File: config.mk
export PLATFORM = sky130hd
export DESIGN_NAME = load_align_unit
export DESIGN_NICKNAME = d
export VERILOG_FILES = /design/src/rtl/load_pkg.sv /design/src/rtl/load_extract.sv /design/src/rtl/load_align_unit.sv
export SDC_FILE = /design/constraint.sdc
export NUM_CORES = 1
export LEC_CHECK = 0
export ABC_AREA = 1
export CAP_MARGIN = 40
export CORE_MARGIN = 2
export CORE_UTILIZATION = 47
export CTS_CLUSTER_DIAMETER = 120
export CTS_CLUSTER_SIZE = 20
export DETAILED_ROUTE_END_ITERATION = 6
export PLACE_DENSITY = 0.91
export SLEW_MARGIN = 25
export SYNTH_ARGS = -nofsm -noshare
export SYNTH_HDL_FRONTEND = slang
export SYNTH_SLANG_ARGS = --single-unit
File: constraint.sdc
create_clock -name clk -period 1.8 [get_ports clk]
set_input_delay 0.45 -clock clk [delete_from_list [all_inputs] [get_ports clk]]
set_output_delay 0.45 -clock clk [all_outputs]
set_load 0.05 [all_outputs]
File: src/rtl/load_pkg.sv
// Shared definitions for the load align unit: size encodings, FSM state
// encoding and small size helpers.
package load_pkg;

  localparam logic [2:0] SZ_LW  = 3'b000;
  localparam logic [2:0] SZ_LB  = 3'b001;
  localparam logic [2:0] SZ_LBU = 3'b010;
  localparam logic [2:0] SZ_LH  = 3'b011;
  localparam logic [2:0] SZ_LHU = 3'b100;
  localparam logic [2:0] SZ_LD  = 3'b101;
  localparam logic [2:0] SZ_LWU = 3'b110;

  typedef enum logic [2:0] {
    S_IDLE  = 3'd0,
    S_RD0   = 3'd1,
    S_WAIT0 = 3'd2,
    S_RD1   = 3'd3,
    S_WAIT1 = 3'd4,
    S_RESP  = 3'd5
  } state_e;

  // Access width in bytes; 0 for the unused encoding.
  function automatic logic [3:0] size_bytes(input logic [2:0] size);
    case (size)
      SZ_LB, SZ_LBU:         size_bytes = 4'd1;
      SZ_LH, SZ_LHU:         size_bytes = 4'd2;
      SZ_LW, SZ_LWU:         size_bytes = 4'd4;
      SZ_LD:                 size_bytes = 4'd8;
      default:               size_bytes = 4'd0;
    endcase
  endfunction

  // 111 is never legal; ld/lwu only exist on a 64-bit datapath.
  function automatic logic size_legal(input logic [2:0] size, input int xlen);
    size_legal = (size != 3'b111) &&
                 !((xlen == 32) && ((size == SZ_LD) || (size == SZ_LWU)));
  endfunction

endpackage

File: src/rtl/load_extract.sv
// Combinational byte select and sign/zero extension of a (possibly two-beat)
// merged load word. Low beat sits in data_i[XLEN-1:0].
module load_extract
  import load_pkg::*;
#(
  parameter int XLEN  = 32,
  parameter int OFS_W = $clog2(XLEN/8)
) (
  input  logic [2*XLEN-1:0] data_i,
  input  logic [OFS_W-1:0]  ofs_i,
  input  logic [2:0]        size_i,
  output logic [XLEN-1:0]   res_o
);

  logic [XLEN-1:0] fld;

  // Shift the addressed byte down to lane 0; anything above XLEN is dropped.
  assign fld = XLEN'(data_i >> {ofs_i, 3'b000});

  // Truncate to the access size and extend to XLEN.
  always_comb begin
    res_o = '0;
    case (size_i)
      SZ_LB:   res_o = XLEN'($signed(fld[7:0]));
      SZ_LBU:  res_o = XLEN'(fld[7:0]);
      SZ_LH:   res_o = XLEN'($signed(fld[15:0]));
      SZ_LHU:  res_o = XLEN'(fld[15:0]);
      SZ_LW:   res_o = XLEN'($signed(fld[31:0]));
      SZ_LWU:  res_o = XLEN'(fld[31:0]);
      SZ_LD:   res_o = fld;
      default: res_o = '0;
    endcase
  end

endmodule

File: src/rtl/load_align_unit.sv
// Sequential load path: accepts one load, issues word-aligned reads over a
// valid/ready memory port, then extracts/extends and returns the result.
// Build option: LOAD_MISALIGN_SPLIT_EN splits word-crossing loads into two
// memory beats; without it such loads complete immediately with an error.
module load_align_unit
  import load_pkg::*;
#(
  parameter int XLEN   = 32,
  parameter int ADDR_W = 32
) (
  input  logic              clk,
  input  logic              rst_n,
  input  logic              req_valid_i,
  output logic              req_ready_o,
  input  logic [ADDR_W-1:0] req_addr_i,
  input  logic [2:0]        req_size_i,
  output logic              mem_req_valid_o,
  input  logic              mem_req_ready_i,
  output logic [ADDR_W-1:0] mem_addr_o,
  input  logic              mem_rsp_valid_i,
  input  logic [XLEN-1:0]   mem_rdata_i,
  output logic              rsp_valid_o,
  input  logic              rsp_ready_i,
  output logic [XLEN-1:0]   rsp_data_o,
  output logic              rsp_err_o
);

  localparam int BYTES = XLEN/8;
  localparam int OFS_W = $clog2(BYTES);

  state_e              state_q;
  logic                req_rdy_q;
  logic [ADDR_W-1:0]   addr_q;
  logic [OFS_W-1:0]    ofs_q;
  logic [2:0]          size_q;
  logic                mem_req_valid_q;
  logic [ADDR_W-1:0]   mem_addr_q;
  logic                rsp_valid_q;
  logic [XLEN-1:0]     rsp_data_q;
  logic                rsp_err_q;

  logic [OFS_W-1:0]    req_ofs;
  logic [ADDR_W-1:0]   req_aligned;
  logic                req_legal;
  logic                req_cross;
  logic                req_noacc;
  logic                more_beats;
  logic [2*XLEN-1:0]   merged;
  logic [XLEN-1:0]     ext_data;

  assign req_ofs     = req_addr_i[OFS_W-1:0];
  assign req_aligned = {req_addr_i[ADDR_W-1:OFS_W], {OFS_W{1'b0}}};
  assign req_legal   = size_legal(req_size_i, XLEN);
  assign req_cross   = (int'(req_ofs) + int'(size_bytes(req_size_i))) > BYTES;

`ifdef LOAD_MISALIGN_SPLIT_EN
  logic            split_q;
  logic [XLEN-1:0] beat0_q;

  // Only an illegal size skips memory; crossing loads take two beats.
  assign req_noacc  = !req_legal;
  assign more_beats = split_q;
  // Second beat arrives in WAIT1 and forms the upper half of the merge.
  assign merged     = (state_q == S_WAIT1) ? {mem_rdata_i, beat0_q}
                                           : {{XLEN{1'b0}}, mem_rdata_i};

  // Remember whether this load needs a second beat, and hold beat 0.
  always_ff @(posedge clk or negedge rst_n) begin
    if (!rst_n) begin
      split_q <= 1'b0;
      beat0_q <= '0;
    end else begin
      if (state_q == S_IDLE && req_valid_i)
        split_q <= req_legal && req_cross;
      if (state_q == S_WAIT0 && mem_rsp_valid_i)
        beat0_q <= mem_rdata_i;
    end
  end
`else
  // Crossing loads are rejected without touching memory.
  assign req_noacc  = !req_legal || req_cross;
  assign more_beats = 1'b0;
  assign merged     = {{XLEN{1'b0}}, mem_rdata_i};
`endif

  load_extract #(.XLEN(XLEN), .OFS_W(OFS_W)) u_extract (
    .data_i (merged),
    .ofs_i  (ofs_q),
    .size_i (size_q),
    .res_o  (ext_data)
  );

  // Main load FSM with registered handshake and result outputs.
  always_ff @(posedge clk or negedge rst_n) begin
    if (!rst_n) begin
      state_q         <= S_IDLE;
      req_rdy_q       <= 1'b1;
      addr_q          <= '0;
      ofs_q           <= '0;
      size_q          <= '0;
      mem_req_valid_q <= 1'b0;
      mem_addr_q      <= '0;
      rsp_valid_q     <= 1'b0;
      rsp_data_q      <= '0;
      rsp_err_q       <= 1'b0;
    end else begin
      case (state_q)
        S_IDLE: begin
          if (req_valid_i) begin
            req_rdy_q <= 1'b0;
            addr_q    <= req_aligned;
            ofs_q     <= req_ofs;
            size_q    <= req_size_i;
            if (req_noacc) begin
              state_q     <= S_RESP;
              rsp_valid_q <= 1'b1;
              rsp_data_q  <= '0;
              rsp_err_q   <= 1'b1;
            end else begin
              state_q         <= S_RD0;
              mem_req_valid_q <= 1'b1;
              mem_addr_q      <= req_aligned;
            end
          end
        end
        S_RD0: begin
          if (mem_req_ready_i) begin
            mem_req_valid_q <= 1'b0;
            state_q         <= S_WAIT0;
          end
        end
        S_WAIT0: begin
          if (mem_rsp_valid_i) begin
            if (more_beats) begin
              // Wraps modulo 2^ADDR_W at the top of memory.
              state_q         <= S_RD1;
              mem_req_valid_q <= 1'b1;
              mem_addr_q      <= addr_q + ADDR_W'(BYTES);
            end else begin
              state_q     <= S_RESP;
              rsp_valid_q <= 1'b1;
              rsp_data_q  <= ext_data;
              rsp_err_q   <= 1'b0;
            end
          end
        end
`ifdef LOAD_MISALIGN_SPLIT_EN
        S_RD1: begin
          if (mem_req_ready_i) begin
            mem_req_valid_q <= 1'b0;
            state_q         <= S_WAIT1;
          end
        end
        S_WAIT1: begin
          if (mem_rsp_valid_i) begin
            state_q     <= S_RESP;
            rsp_valid_q <= 1'b1;
            rsp_data_q  <= ext_data;
            rsp_err_q   <= 1'b0;
          end
        end
`endif
        S_RESP: begin
          if (rsp_ready_i) begin
            state_q     <= S_IDLE;
            req_rdy_q   <= 1'b1;
            rsp_valid_q <= 1'b0;
            rsp_data_q  <= '0;
            rsp_err_q   <= 1'b0;
          end
        end
        default: begin
          state_q         <= S_IDLE;
          req_rdy_q       <= 1'b1;
          mem_req_valid_q <= 1'b0;
          rsp_valid_q     <= 1'b0;
        end
      endcase
    end
  end

  assign req_ready_o     = req_rdy_q;
  assign mem_req_valid_o = mem_req_valid_q;
  assign mem_addr_o      = mem_addr_q;
  assign rsp_valid_o     = rsp_valid_q;
  assign rsp_data_o      = rsp_data_q;
  assign rsp_err_o       = rsp_err_q;

endmodule

==> impl_metrics.json, run 1 <==
{
  "cpPeakStageDelay_ns": 0.43,
  "finalHoldViolations": 0,
  "dr.pass1.iters": 7,
  "finalWirelength_mm": 14.1,
  "cts.clk_slew.worst_paths_ns": 0.09,
  "port_buffers": 138,
  "grt_pass1_vias": 4590,
  "combPwrFrac": 0.652,
  "final_cells": 900,
  "drc": 0,
  "worstSkewPairLatency_ns": 0.35,
  "synth_ff_type": "dfrtp_1",
  "worst_slew_margin_rel": 0.644,
  "fillCellCount": 639,
  "grt.met2_usage": 0.465,
  "max-clock-path-buffers": 2,
  "critPathArrivalTime_ns": 2.51,
  "syn_area_per_cell_um2": 6.89,
  "grt_pass1_wl_mm": 21.5,
  "cp_top_family": "simple AND/OR/NAND/NOR gates",
  "final_nets": 863,
  "drtIter0Drc": 508,
  "worstSetupPathType": "primary input to register",
  "dieArea_um2": 9880,
  "vdd_ir_drop_max_uv": 1380,
  "tritoncts": "built",
  "grt_max_degree": 37,
  "path_cells": "buf_8 > a21oi_4 > inv_1 > nor2_1 > ha_2 > fa_1 > or2_4 > nand3_4 > buf_6 > nand4_1 > buf_6 > clkbuf_16 > nand2_1 > nand2_1",
  "max_freq_mhz": 445,
  "total_power_mw": 12.0,
  "swShare": 0.539,
  "ant_nets": 0,
  "p_per_area_nw_per_um2": 1830,
  "pwr-share-clk": 0.109,
  "use_met1": 0.348,
  "via_per_inst": 5.27,
  "tightest_slew_ns": 0.532,
  "cp_slowest_cell": "fa_1",
  "dpl.cell_count": 862,
  "root_buffer": "clkbuf_8",
  "cp.required_ns": 2.06,
  "rows": 34,
  "post-synth-top-area-cell": "dfrtp_1",
  "yosys.area.top_type_share": 0.427,
  "violations": "negative setup slack",
  "routedWlPerCell_um": 15.7,
  "htree_levels": 3,
  "dieWidth_um": 99.4,
  "final.period_utilization": 1.25,
  "cts_made_buffers": 9,
  "syn_inst": 621,
  "core_um2": 8760,
  "cts_num_sinks": 74,
  "timing.final.ws_setup_ns": -0.449,
  "post-route-min-period_ns": 2.25,
  "dpl.hpwl_mm": 9.21,
  "endpoint_kind": "register",
  "ys_seq_area_frac": 0.433,
  "ys_ff_latch": 74,
  "diodes": 0,
  "synth.cell_area_um2": 4280,
  "post-place-ws_ns": -1.10,
  "finalSetupTns_ns": -23.54,
  "ys_types": 33,
  "area_delta_synth_final_pct": 53.4,
  "num_vias": 4746,
  "drive_gt1_frac": 0.265,
  "overflow": 0,
  "path_max_fanout": 8,
  "min_path_type": "primary input to register",
  "whs_ns": 0.419,
  "initial_core_util": 0.488,
  "drv_slew": 0,
  "rsz0062_at_grt": "true",
  "synth_warnings": 0,
  "p_int_mw": 5.55,
  "io_pins": 141,
  "pwr-share-seq": 0.239,
  "track_usage": 0.271,
  "synth_edf_count": 0,
  "grtUsageMet3": 0.0365,
  "die_h_um": 99.4,
  "power_switching_mw": 6.49,
  "max_cap_violations": 0,
  "ys_async_sr_fraction": 1.00,
  "grt-busiest-layer": "met2",
  "p_leak_nw": 3.64,
  "run_status": "finished, violations left",
  "yosys-top-cells-area": "dfrtp_1 (43%), nand2_1 (27%), nand3_1 (7.7%)",
  "antenna_found_initial": 0,
  "clock_skew_ns": 0.0126,
  "critPathLaunchType": "primary input",
  "cp_num_buf_inv": 5,
  "gp_congestion": 0.951,
  "setup_viol": 66
}
==> metal layers <==
layer | vias to the layer above | routed length (µm)
met5 | - | 0
met4 | 0 | 431
met3 | 40 | 969
met2 | 219 | 7180
met1 | 2226 | 5550
li1 | 2261 | -
==> per-stage QoR <==
stage	util	cell area, µm²
6_report	0.749	6560
5_1_grt	0.749	6560
4_1_cts	0.718	6290
3_5_place_dp	0.660	5790
3_3_place_gp	0.660	5790
2_1_floorplan	-	4360
==> power groups by stage <==
stage,logic [mW],registers (mW),clock network [mW]
finish,7.85,2.88,1.31
global route,8.38,2.96,1.40
CTS,7.48,2.83,1.31
detailed placement,7.05,2.84,0
global placement,6.86,2.82,0
floorplan,3.08,4.76,0
==> path summary, 6_finish.rpt <==
path,start,to,slack [ns],depth (start not counted)
max,req_size_i[0],mem_addr_o[11]$_DFFE_PN0P_,-0.45,14
min,req_size_i[2],size_q[2]$_DFFE_PN0P_,0.42,4
max reg2reg,state_q[2]$_DFFE_PN0P_,rsp_data_o[12]$_DFFE_PN0P_,0,8
min reg2reg,rsp_data_o[2]$_DFFE_PN0P_,rsp_data_o[2]$_DFFE_PN0P_,0.48,2
max in group asynchronous,rst_n,mem_addr_o[26]$_DFFE_PN0P_,0.65,3
min in group asynchronous,rst_n,rsp_data_o[2]$_DFFE_PN0P_,0.54,2
==> Yosys cell counts (all sizes together) (2+ instances only) <==
cell type and n:
nand3 69, nand4 2, clkbuf 4, nor2 27, inv 46, nand3b 2, clkinv 3, a21oi 26
buf 31, ha 2, o21ai 5, nor3 9, nand2 314, dfrtp 73
==> state kept, by name, summed over array words and instances, names as in the netlist <==
signal,count
state_q,3
req_ready_o,1
mem_addr_o,30
rsp_valid_o,1
mem_req_valid_o,1
rsp_data_o,32
rsp_err_o,1
size_q,3
ofs_q,2
==> kinds of logic (layout without fill, tap and decap cells) <==
group                      Yosys count  in the layout  share of synthesized area
AOI/OAI and AO/OA                   33             33                     0.0427
and+or+nand+nor                    426            429                      0.419
other                                1              2                   0.000877
buffers and inverters               84            251                     0.0939
DFF                                 74             74                      0.433
adders and majority gates            3              3                     0.0105
==> cell usage in the layout, fill, tap and decap left out, types with 2 or more instances in the layout <==
| cell type | instances |
|---|---|
| nand2_1 | 264 |
| buf_4 | 90 |
| dfrtp_1 | 73 |
| clkdlybuf4s50_1 | 66 |
| nand3_1 | 60 |
| inv_1 | 43 |
| nand2_2 | 35 |
| a21oi_1 | 25 |
| nor2_1 | 19 |
| nand2_4 | 16 |
| buf_12 | 10 |
| nor3_1 | 9 |
| clkbuf_8 | 9 |
| buf_6 | 8 |
| nand3_2 | 7 |
| o21ai_0 | 5 |
| nor2_2 | 4 |
| buf_16 | 4 |
| nor2_4 | 3 |
| inv_2 | 3 |
| clkinv_1 | 3 |
| clkbuf_16 | 3 |
| nand3b_1 | 2 |
| nand4_1 | 2 |
| nand3_4 | 2 |
| nand2_8 | 2 |
| conb_1 | 2 |
| clkinv_2 | 2 |
| dlygate4sd2_1 | 2 |
| buf_8 | 2 |
==> tightest hold or removal path, delay by kind of cell <==
| family | cells | cell delay, ns |
|---|---|---|
| compound gates | 1 | 0.06 |
| buf+inv | 2 | 0.18 |
| simple gates | 1 | 0.04 |
==> repair_timing <==
action,in CTS,in global routing
pin swaps,11,15
hold endpoints to repair,14,0
setup endpoints to repair,66,66
resized for setup,50,52
cloned,7,4
hold buffers,1,0
setup buffers,9,3
==> layout make-up <==
type,instances,area [µm²],area share
clock inverter,6,65.1,0.00991
tap,108,135,0.0206
multi-input combinational,467,2330,0.355
clock buffer,10,128,0.0194
inverter,49,184,0.0280
timing repair buffer,186,1870,0.285
sequential,74,1850,0.282
Note: power is estimated with default switching activity, not from simulation.
==> run 2: changes to the inputs <==
--- a/config.mk
+++ b/config.mk
@@ -7,12 +7,14 @@
 export LEC_CHECK = 0
 export ABC_AREA = 1
 export CAP_MARGIN = 40
+export CELL_PAD_IN_SITES_DETAIL_PLACEMENT = 1
+export CELL_PAD_IN_SITES_GLOBAL_PLACEMENT = 1
 export CORE_MARGIN = 2
-export CORE_UTILIZATION = 47
+export CORE_UTILIZATION = 32
 export CTS_CLUSTER_DIAMETER = 120
 export CTS_CLUSTER_SIZE = 20
 export DETAILED_ROUTE_END_ITERATION = 6
-export PLACE_DENSITY = 0.91
+export PLACE_DENSITY = 0.9
 export SLEW_MARGIN = 25
 export SYNTH_ARGS = -nofsm -noshare
 export SYNTH_HDL_FRONTEND = slang
==> run 2 against run 1 <==
  * The run still ends with negative setup slack left
  * Critical endpoint unchanged
  * Largest cell class unchanged
  * Global-route usage shrank 3.3 points
  * Combinational power grew 7.0%
  * Highest routed layer unchanged
  * First-iteration DRC count shrank 45%
==> impl_metrics.json, run 2 (synthesized netlist as in run 1, its figures left out) <==
{
  "run_status": "finished, violations left",
  "violations": "negative setup slack",
  "min_path_type": "primary input to asynchronous set/reset pin",
  "final_nets": 864,
  "max-clock-path-buffers": 2,
  "layout_common_cells": "nand2_1 (247), buf_4 (97), dfrtp_1 (73)",
  "critPathLaunchType": "primary input",
  "cts.clk_slew.worst_paths_ns": 0.07,
  "finalInstanceArea_um2": 6870,
  "worstSkewPairLatency_ns": 0.36,
  "diodes": 0,
  "antenna_found_initial": 0,
  "via_per_inst": 5.00,
  "path_max_fanout": 8,
  "routedWlPerCell_um": 19.3,
  "cts_made_buffers": 9,
  "cts_num_sinks": 74,
  "p_leak_nw": 3.66,
  "dr.pass1.iters": 4,
  "rows": 42,
  "grt_pass1_vias": 5102,
  "area_delta_synth_final_pct": 60.7,
  "drtIter0Drc": 280,
  "endpoint_kind": "register",
  "tritoncts": "built",
  "drc": 0,
  "die_h_um": 120,
  "clock_skew_ns": 0.0118,
  "root_buffer": "clkbuf_16",
  "vdd_ir_drop_max_uv": 1120,
  "cp.required_ns": 2.09,
  "core_um2": 13100,
  "worstSetupPathType": "primary input to register",
  "ant_nets": 0,
  "final_common_cell": "nand2_1",
  "grt_pass1_wl_mm": 26.3,
  "largest_reg_flops": 32,
  "dieWidth_um": 120,
  "port_buffers": 138,
  "drv_slew": 0,
  "tightest_slew_ns": 0.500,
  "finalWirelength_mm": 18.7,
  "final.period_utilization": 1.25,
  "rsz0062_at_grt": "true",
  "overflow": 0,
  "dieArea_um2": 14300,
  "num_vias": 4848,
  "placed_area_um2": 5940,
  "initial_core_util": 0.326,
  "grt_max_degree": 34,
  "htree_levels": 3,
  "post-route-min-period_ns": 2.25,
  "cts_hold_buf": 0,
  "track_usage": 0.238,
  "drive_gt1_frac": 0.294,
  "critPathArrivalTime_ns": 2.54,
  "r2r_slack_ns": -0.01,
  "dpl.hpwl_mm": 10.6,
  "max_cap_violations": 0,
  "timing.final.ws_setup_ns": -0.452,
  "io_pins": 141,
  "finalSetupTns_ns": -26.03,
  "p_per_area_nw_per_um2": 1990,
  "gp_congestion": 0.881,
  "max_freq_mhz": 444,
  "post-place-ws_ns": -1.10,
  "worst_slew_margin_rel": 0.666,
  "finalHoldViolations": 0,
  "setup_viol": 67
}
## run 2: layer usage
layer	global-route usage	share of wire
met1	0.267	0.37
met2	0.433	0.53
met3	0.0537	0.044
met4	0.103	0.051
met5	0	0
## run 2: worst max-delay path: stages
cell and delay, ns:
buf_8 0.10, a21oi_4 0.16, inv_2 0.06, nor2_2 0.11, ha_2 0.20, fa_1 0.39
or2_4 0.25, nand3_4 0.08, nand3_4 0.10, nor2_4 0.19, buf_6 0.16, buf_16 0.14
nand2_1 0.08, nand2_1 0.08
## run 2: path summary, 6_finish.rpt
path / from / endpoint / cells after the start
min in group clk: req_size_i[0] / size_q[0]$_DFFE_PN0P_ / 4
max reg2reg: state_q[2]$_DFFE_PN0P_ / rsp_data_o[13]$_DFFE_PN0P_ / 9
min: rst_n / rsp_data_o[24]$_DFFE_PN0P_ / 1
max: req_size_i[0] / mem_addr_o[11]$_DFFE_PN0P_ / 14
min reg2reg: rsp_data_o[3]$_DFFE_PN0P_ / rsp_data_o[3]$_DFFE_PN0P_ / 2
max in group asynchronous: rst_n / req_ready_o$_DFFE_PN1P_ / 2
## run 2: area by class of cell
class | count | area (µm²)
fillers | 1599 | 6260
multi-input cells | 464 | 2390
repair buffers | 190 | 1880
flip-flops and latches | 74 | 1850
clock buffers | 9 | 225
well taps | 176 | 220
inverters | 49 | 184
clock inverters | 7 | 124
## run 2: per-stage QoR
| stage | hold WS (ns) | std cells | power [mW] | utilization |
|---|---|---|---|---|
| after floorplan | 0.154 | 622 | 7.84 | - |
| after global placement | 0.372 | 937 | 10.0 | 0.452 |
| after detailed placement | 0.377 | 937 | 10.2 | 0.452 |
| after CTS | 0.0192 | 967 | 12.8 | 0.503 |
| after global routing | 0.0227 | 969 | 14.4 | 0.523 |
| final | 0.000972 | 969 | 13.7 | 0.523 |
## run 2: report_power, final
part | internal (mW) | switching, mW
sequential | 2.34 | 0.743
combinational | 2.82 | 5.58
clock | 1.37 | 0.821
total | 6.53 | 7.14
## run 2: timing repair
action                     in CTS  in global routing
gates resized for setup        62                 69
gates cloned                    5                  2
pin swaps                      20                 22
setup endpoints to repair      66                 66
setup buffers                   9                  2
==> run 3: changes to the inputs <==
--- a/config.mk
+++ b/config.mk
@@ -15,6 +15,7 @@
 export CTS_CLUSTER_SIZE = 20
 export DETAILED_ROUTE_END_ITERATION = 6
 export PLACE_DENSITY = 0.9
+export SKIP_LAST_GASP = 1
 export SLEW_MARGIN = 25
 export SYNTH_ARGS = -nofsm -noshare
 export SYNTH_HDL_FRONTEND = slang
==> run 3 against run 2 <==
  * The flow still finishes with violations (negative setup slack)
  * Power fell by 0.63%
  * Final area fell by 0.11%
  * Maximum frequency fell by 2.3%
  * Via count rose by 0.14%
  * Core utilization fell by 0.057 points
  * Die area did not move
  * Largest cell class unchanged
==> impl_metrics.json, run 3 (synthesized netlist as in run 1, its figures left out) <==
{
  "run_status": "finished, violations left",
  "violations": "negative setup slack",
  "cp.required_ns": 2.03,
  "dieArea_um2": 14300,
  "placed_area_um2": 5940,
  "cpPeakStageDelay_ns": 0.39,
  "final_cells": 968,
  "worstSetupPathType": "primary input to register",
  "drive_gt1_frac": 0.297,
  "num_vias": 4855,
  "final_nets": 863,
  "grt_pass1_vias": 5046,
  "initial_core_util": 0.326,
  "drc": 0,
  "final.period_utilization": 1.28,
  "dpl.cell_count": 937,
  "port_buffers": 138,
  "endpoint_kind": "register",
  "tritoncts": "built",
  "utilization": 0.523,
  "worst_slew_margin_rel": 0.661,
  "cp_num_buf_inv": 5,
  "die_h_um": 120,
  "path_max_fanout": 7,
  "critPathLaunchType": "primary input",
  "overflow": 0,
  "max_freq_mhz": 434,
  "track_usage": 0.230,
  "final_common_cell": "nand2_1",
  "drv_slew": 0,
  "largest_reg_flops": 32,
  "finalHoldViolations": 0,
  "gp_congestion": 0.881,
  "io_pins": 141,
  "p_leak_nw": 3.66,
  "critPathArrivalTime_ns": 2.54,
  "grt_max_degree": 34,
  "p_per_area_nw_per_um2": 1980,
  "dpl.hpwl_mm": 10.6,
  "cp_slowest_cell": "fa_1",
  "grt_pass1_wl_mm": 25.7,
  "rsz0062_at_grt": "true",
  "cts.clk_slew.worst_paths_ns": 0.06,
  "area_delta_synth_final_pct": 60.5,
  "max-clock-path-buffers": 2,
  "clock_skew_ns": 0.0113,
  "root_buffer": "clkbuf_16",
  "post-place-ws_ns": -1.10,
  "post-route-min-period_ns": 2.30,
  "routedWlPerCell_um": 18.9,
  "diodes": 0,
  "ant_nets": 0,
  "cts_num_sinks": 74,
  "dieWidth_um": 120,
  "dr.pass1.iters": 5,
  "htree_levels": 3,
  "setup_viol": 66,
  "cts_hold_buf": 0,
  "rows": 42,
  "finalWirelength_mm": 18.3,
  "cts_made_buffers": 9,
  "cp_top_family": "simple AND/OR/NAND/NOR gates",
  "finalSetupTns_ns": -28.22,
  "cp_common_cell": "buf_6",
  "via_per_inst": 5.02,
  "path_cells": "buf_8 > a21oi_4 > inv_2 > nor2_2 > ha_2 > fa_1 > or2_4 > nand3_4 > buf_6 > nand4_1 > buf_6 > clkbuf_16 > nand2_4 > nand2_2",
  "tightest_slew_ns": 0.507,
  "layout_common_cells": "nand2_1 (243), buf_4 (96), dfrtp_1 (73)",
  "core_um2": 13100,
  "vdd_ir_drop_max_uv": 1360,
  "min_path_type": "primary input to asynchronous set/reset pin",
  "max_cap_violations": 0,
  "timing.final.ws_setup_ns": -0.505,
  "antenna_found_initial": 0,
  "finalInstanceArea_um2": 6870,
  "worstSkewPairLatency_ns": 0.35,
  "drtIter0Drc": 281
}
[run 3: cell count changes in the layout (fill, tap and decap cells not counted)]
cell	previous run	this run
nand3_1	60	61
buf_4	97	96
nand2_1	247	243
nand2_4	25	24
nand2_2	41	46
nand3_2	7	6
[run 3: where the power goes]
part,switching (mW),leakage (nW),internal [mW]
combinational,5.55,2.53,2.82
clock,0.802,0.167,1.37
sequential,0.707,0.965,2.34
[run 3: per-layer routing]
| metal | part of all wire | GRT usage |
|---|---|---|
| met1 | 0.38 | 0.262 |
| met2 | 0.53 | 0.421 |
| met3 | 0.045 | 0.0433 |
| met4 | 0.045 | 0.0949 |
| met5 | 0 | 0 |
[run 3: metrics by stage]
stage | hold slack [ns] | power, mW
3_5_place_dp | 0.377 | 10.2
3_3_place_gp | 0.372 | 10.0
5_1_grt | 0.0243 | 14.3
2_1_floorplan | 0.154 | 7.84
6_report | 0.00601 | 13.6
4_1_cts | 0.0192 | 12.8
[run 3: timing repair]
action                                  CTS  global route
pin swaps                                20            24
cloned                                    5             2
setup buffers                             9             1
endpoints found under the setup margin   66            66
resized for setup                        59            74
hold endpoints to repair                  0             0
[run 3: final timing paths]
check	cells past startpoint	slack (ns)	end	startpoint
max in group asynchronous	2	1.25	req_ready_o$_DFFE_PN1P_	rst_n
worst min register to register	2	0.48	rsp_data_o[19]$_DFFE_PN0P_	rsp_data_o[19]$_DFFE_PN0P_
min in group clk	4	0.45	size_q[0]$_DFFE_PN0P_	req_size_i[0]
worst min-delay path	1	0.006	rsp_data_o[24]$_DFFE_PN0P_	rst_n
worst max register to register	9	0.06	rsp_data_o[0]$_DFFE_PN0P_	state_q[0]$_DFFE_PN0P_
worst max-delay path	14	-0.50	mem_addr_o[23]$_DFFE_PN0P_	req_size_i[0]
[run 3: final cells by class]
class                           count  area, µm²
Multi-Input combinational cell    464       2390
Clock inverter                      7        124
Tap cell                          176        220
Sequential cell                    74       1850
Timing Repair Buffer              189       1870
Inverter                           49        184
Clock buffer                        9        225
Fill cell                        1582       6270
[run 3: worst register-to-register path, stage by stage, from the launching register on]
cell	delay [ns]
dfrtp_1	0.43
nor2_4	0.18
nand2_2	0.15
nand2_1	0.18
nor2_2	0.09
nor2_8	0.17
nand2_8	0.09
buf_6	0.14
nand2_1	0.06
nand2_1	0.11
